==> src/rtl/bus_pkg.sv <==
// Shared types and constants for the instruction/data bus arbiter.
package bus_pkg;

   typedef enum logic [1:0] {
      ARB_IDLE,
      ARB_IFETCH,
      ARB_DATA,
      ARB_DRAIN
   } arb_state_t;

   localparam int unsigned TIMEOUT_DEFAULT = 255;
   localparam int unsigned WAIT_W          = 8;
   localparam logic [3:0]  BE_WORD         = 4'hF;

endpackage

==> src/rtl/bus_timer.sv <==
// Bus wait counter: cleared on grant, counts stalled bus cycles.
module bus_timer
   import bus_pkg::*;
#(
   parameter int unsigned LIMIT = TIMEOUT_DEFAULT
) (
   input  logic clk_i,
   input  logic rst_i,
   input  logic clear_i,
   input  logic en_i,
   output logic tc_o
);

   logic [WAIT_W-1:0] count;

   always_ff @(posedge clk_i or posedge rst_i) begin
      if (rst_i) begin
         count <= '0;
      end else if (clear_i) begin
         count <= '0;
      end else if (en_i) begin
         count <= count + 1'b1;
      end
   end

   assign tc_o = (count == WAIT_W'(LIMIT));

endmodule

==> src/rtl/bus_arbiter.sv <==
// Single-master bus arbiter between IF and MEM stages; data has priority,
// flush kills in-flight fetches, and a wait timer aborts hung transfers.
module bus_arbiter
   import bus_pkg::*;
#(
   parameter int unsigned TIMEOUT = TIMEOUT_DEFAULT
) (
   input  logic        clk_i,
   input  logic        rst_i,
   input  logic        if_req_i,
   input  logic [31:0] if_addr_i,
   output logic        if_ack_o,
   output logic [31:0] if_rdata_o,
   input  logic        d_req_i,
   input  logic        d_we_i,
   input  logic [3:0]  d_be_i,
   input  logic [31:0] d_addr_i,
   input  logic [31:0] d_wdata_i,
   output logic        d_ack_o,
   output logic [31:0] d_rdata_o,
   input  logic        flush_i,
   output logic        mem_req_o,
   output logic        mem_we_o,
   output logic [3:0]  mem_be_o,
   output logic [31:0] mem_addr_o,
   output logic [31:0] mem_wdata_o,
   input  logic [31:0] mem_rdata_i,
   input  logic        mem_ack_i,
   output logic        if_stall_o,
   output logic        d_stall_o,
   output logic        err_o
);

   arb_state_t  state;
   arb_state_t  state_nxt;
   logic        busy;
   logic        grant_d;
   logic        grant_if;
   logic        tc;
   logic        abort;
   logic        done;
   logic        err_q;
   logic        we_q;
   logic [3:0]  be_q;
   logic [31:0] addr_q;
   logic [31:0] wdata_q;

   assign busy     = (state != ARB_IDLE);
   assign grant_d  = (state == ARB_IDLE) & d_req_i;
   assign grant_if = (state == ARB_IDLE) & ~d_req_i
                   & if_req_i & ~flush_i;
   // A real ack always beats a timeout landing in the same cycle
   assign abort    = busy & tc & ~mem_ack_i;
   assign done     = mem_ack_i | abort;

   bus_timer #(
      .LIMIT (TIMEOUT)
   ) u_timer (
      .clk_i   (clk_i),
      .rst_i   (rst_i),
      .clear_i (grant_d | grant_if),
      .en_i    (busy & ~mem_ack_i & ~tc),
      .tc_o    (tc)
   );

   always_ff @(posedge clk_i or posedge rst_i) begin
      if (rst_i) begin
         state <= ARB_IDLE;
      end else begin
         state <= state_nxt;
      end
   end

   always_ff @(posedge clk_i or posedge rst_i) begin
      if (rst_i) begin
         we_q    <= 1'b0;
         be_q    <= '0;
         addr_q  <= '0;
         wdata_q <= '0;
      end else if (grant_d) begin
         we_q    <= d_we_i;
         be_q    <= d_be_i;
         addr_q  <= d_addr_i;
         wdata_q <= d_wdata_i;
      end else if (grant_if) begin
         we_q    <= 1'b0;
         be_q    <= BE_WORD;
         addr_q  <= if_addr_i;
         wdata_q <= '0;
      end
   end

   always_ff @(posedge clk_i or posedge rst_i) begin
      if (rst_i) begin
         err_q <= 1'b0;
      end else if (abort) begin
         err_q <= 1'b1;
      end
   end

   always_comb begin
      state_nxt = state;
      d_ack_o   = 1'b0;
      if_ack_o  = 1'b0;
      unique case (state)
         ARB_IDLE: begin
            if (grant_d) begin
               state_nxt = ARB_DATA;
            end else if (grant_if) begin
               state_nxt = ARB_IFETCH;
            end
         end
         ARB_DATA: begin
            if (done) begin
               d_ack_o   = 1'b1;
               state_nxt = ARB_IDLE;
            end
         end
         ARB_IFETCH: begin
            if (done) begin
               if_ack_o  = ~flush_i;
               state_nxt = ARB_IDLE;
            end else if (flush_i) begin
               state_nxt = ARB_DRAIN;
            end
         end
         ARB_DRAIN: begin
            if (done) begin
               state_nxt = ARB_IDLE;
            end
         end
         default: begin
            state_nxt = ARB_IDLE;
         end
      endcase
   end

   assign d_rdata_o  = (d_ack_o & mem_ack_i) ? mem_rdata_i : '0;
   assign if_rdata_o = (if_ack_o & mem_ack_i) ? mem_rdata_i : '0;

   assign if_stall_o = if_req_i & ~if_ack_o;
   assign d_stall_o  = d_req_i & ~d_ack_o;

   assign mem_req_o   = busy;
   assign mem_we_o    = we_q;
   assign mem_be_o    = be_q;
   assign mem_addr_o  = addr_q;
   assign mem_wdata_o = wdata_q;
   assign err_o       = err_q;

endmodule

==> config.mk <==
export PLATFORM = sky130hd
export DESIGN_NAME = bus_arbiter
export DESIGN_NICKNAME = d
export VERILOG_FILES = /design/src/rtl/bus_pkg.sv /design/src/rtl/bus_timer.sv /design/src/rtl/bus_arbiter.sv
export SDC_FILE = /design/constraint.sdc
export NUM_CORES = 1
export LEC_CHECK = 0
export CORE_AREA = 2 2 107 109
export CTS_CLUSTER_DIAMETER = 150
export DETAILED_ROUTE_END_ITERATION = 10
export DIE_AREA = 0 0 109 111
export PLACE_DENSITY = 0.79
export SLEW_MARGIN = 20
export SYNTH_ARGS = -nofsm -noshare
export SYNTH_HDL_FRONTEND = slang
export SYNTH_SLANG_ARGS = --single-unit
==> constraint.sdc <==
create_clock -name clk_i -period 3 [get_ports clk_i]
set_input_delay 0.6 -clock clk_i [delete_from_list [all_inputs] [get_ports clk_i]]
set_output_delay 0.6 -clock clk_i [all_outputs]
set_load 0.02 [all_outputs]
==> flow_summary.ini <==
[outcome]
status = complete, no violations

[timing]
rsz0062_at_grt = no
finalWorstSetupSlack_ps = 71.7
hold_viol = 0
max_slew.worst_pin.slew_ps = 542
fin_setup_tns_ps = 0
layout_min_cycle_time_ps = 2930
fmaxAchievable_mhz = 341
slew_headroom_pct = 63.9
slew_violations = 0
period_share_pct = 97.6
skew_ps = 7.49
finalSetupViolCount = 0

[grt]
grt_util_all_layers_pct = 23.0
antenna_found_initial = 4
first_global_vias = 3825
grt-ovfl-total = 0
grt_max_degree = 81
grt_pass1_wl_mm = 20.9

[critical_path]
crit_path_max_fanout = 32
end_kind = primary output
crit_start = flush_i
crit_path_start_kind = input port
r2r_cells = 5
required_ps = 2400
r2r_start = u_timer.count[0]
worstReg2RegEnd = u_timer.count[7]
crit_end = if_rdata_o[10]
reg2reg_slack_ps = 950
cp.arrival_ps = 2330
worstSetupPathType = input port to primary output

[logic_synthesis]
synthesis.nets = 500
yosysWarnings = 0
syn-instance-count = 360
synth_ff_type = dfrtp_1
syn_avg_cell_area_sq_um = 10.2
synth.top_cell.area_share_pct = 54.4
synthTopCellsByCount = 80 x dfrtp_1, 64 x and2_1, 37 x nand2_1, 33 x a22o_1, 31 x o22ai_1
synth_top_area_cell = dfrtp_1
synth.most_common_cell = dfrtp_1
synth.distinct_cells = 41
synthTopCellsByArea = dfrtp_1 54%, and2_1 11%, a22o_1 7.9%
synthArstFlopShare_pct = 100
syn-cell-area_sq_um = 3680
synth_seq_cells = 80
synth-edff-count = 0
ys_seq_area_share_pct = 54.4

[pwr]
finalPower_mw = 4.73
power.density_nw_per_um2 = 677
cellLeakagePower_nw = 3.03
peakVddDrop_uv = 476

[min_path]
hp-class = flip-flop to flip-flop
holdPathStages = 1

[detailed_routing]
drtPass1Iterations = 4
drc = 0
finalWirelength_mm = 14.0
avgViaCountPerCell = 4.97
drt_iter0_drc = 245
wl_per_cell_um = 17.9
vias = 3872
ant_nets = 0

[place]
post-place-ws_ps = 82.4
io_buffers = 277
dpl.hpwl_mm = 10.8
gp_congestion = 0.851
dp.cells = 760

[layout]
fin_cells = 779
fillers = 917
utilization_pct = 63.1
syn_to_final_growth_pct = 89.9
final_nets = 768
drive_gt1_share_pct = 5.53

[clock_network]
cts_root_buffer = clkbuf_16
cts_hold_buf = 0
cts.sinks = 80
clk_latency_ps = 330
clk_pin_slew_worst_paths_ps = 50
htree_levels = 3
clk_path_buf_depth = 2
cts_tree = yes
numCtsBuffers = 9

[die]
start_util_pct = 33.2
rows = 39
fp.coreArea_sq_um = 11100
io_pins = 278
die_w_um = 109
dieHeight_um = 111
die-area_sq_um = 12100

[job]
cap_violations = 0
## critical path, stage by stage
cell and delay, ps:
clkdlybuf4s50_1 450, nor2_1 140, and3_1 220, buf_12 170, and2_1 140, clkdlybuf4s50_1 600
## worst min-delay path by stage
stage | slack [ps] | to | from
final | 480 | err_o | err_o
after floorplan | 470 | u_timer.count[3] | u_timer.count[3]
after CTS | 470 | err_o | err_o
after global routing | 500 | mem_addr_o[15] | mem_addr_o[15]
after global placement | 460 | err_o | err_o
after detailed placement | 460 | err_o | err_o
## kinds of logic after synthesis
group                      synth area share (%)
buffers and inverters                      3.91
xor gates and xnor gates                  0.238
DFF                                        54.4
adders and majority gates                 0.340
AOI/OAI and AO/OA                          22.3
muxes                                     0.272
and+or+nand+nor                            18.5
## stage by stage
step,instance area (sq um),hold slack [ps]
detailed placement,6640,461
global route,6980,505
floorplan,3680,467
global placement,6640,456
CTS,6950,474
finish,6980,475
## registers in the layout, indices dropped and copies added (netlist names)
| signal | flops |
|---|---|
| mem_be_o | 4 |
| mem_addr_o | 32 |
| state | 2 |
| err_o | 1 |
| mem_we_o | 1 |
| mem_wdata_o | 32 |
| u_timer.count | 8 |
## cell usage in the layout, fill, tap and decap left out, drive strengths merged, types with 3 or more instances in the layout
| cell type | count |
|---|---|
| o22ai | 31 |
| inv | 5 |
| clkinv | 4 |
| diode | 3 |
| and2 | 64 |
| dlymetal6s2s | 9 |
| clkdlybuf4s50 | 268 |
| buf | 9 |
| nand3 | 3 |
| o31ai | 3 |
| o21ai | 33 |
| a22o | 33 |
| clkbuf | 11 |
| dfrtp | 80 |
| nand2 | 37 |
| o22a | 4 |
| nor2 | 9 |
## area by class of cell
cell class	count	area (sq um)	share of cell area [%]
multi-input combinational	246	1560	22.3
timing repair buffer	286	2910	41.7
tap	143	179	2.56
clock buffer	11	253	3.62
sequential	80	2000	28.7
clock inverter	5	53.8	0.770
inverter	5	20.0	0.287
antenna	3	7.51	0.107
## power by group
group          switching, mW  internal (mW)
sequential             0.193           1.40
clock                  0.421          0.688
combinational           1.02           1.01
total                   1.64           3.10
## per-layer routing
layer	vias to the layer above	track usage, %	wire length, um
li1	1831	-	-
met3	38	8.23	1320
met4	2	11.2	582
met2	206	39.9	7110
met1	1795	24.4	4940
met5	-	0	13
## timing repair
item | CTS | global route
resized for setup | 1 | 9
endpoints found under the setup margin | 2 | 9
pin swaps | 0 | 0
setup buffers | 0 | 0
(Power assumes the default switching activity.)
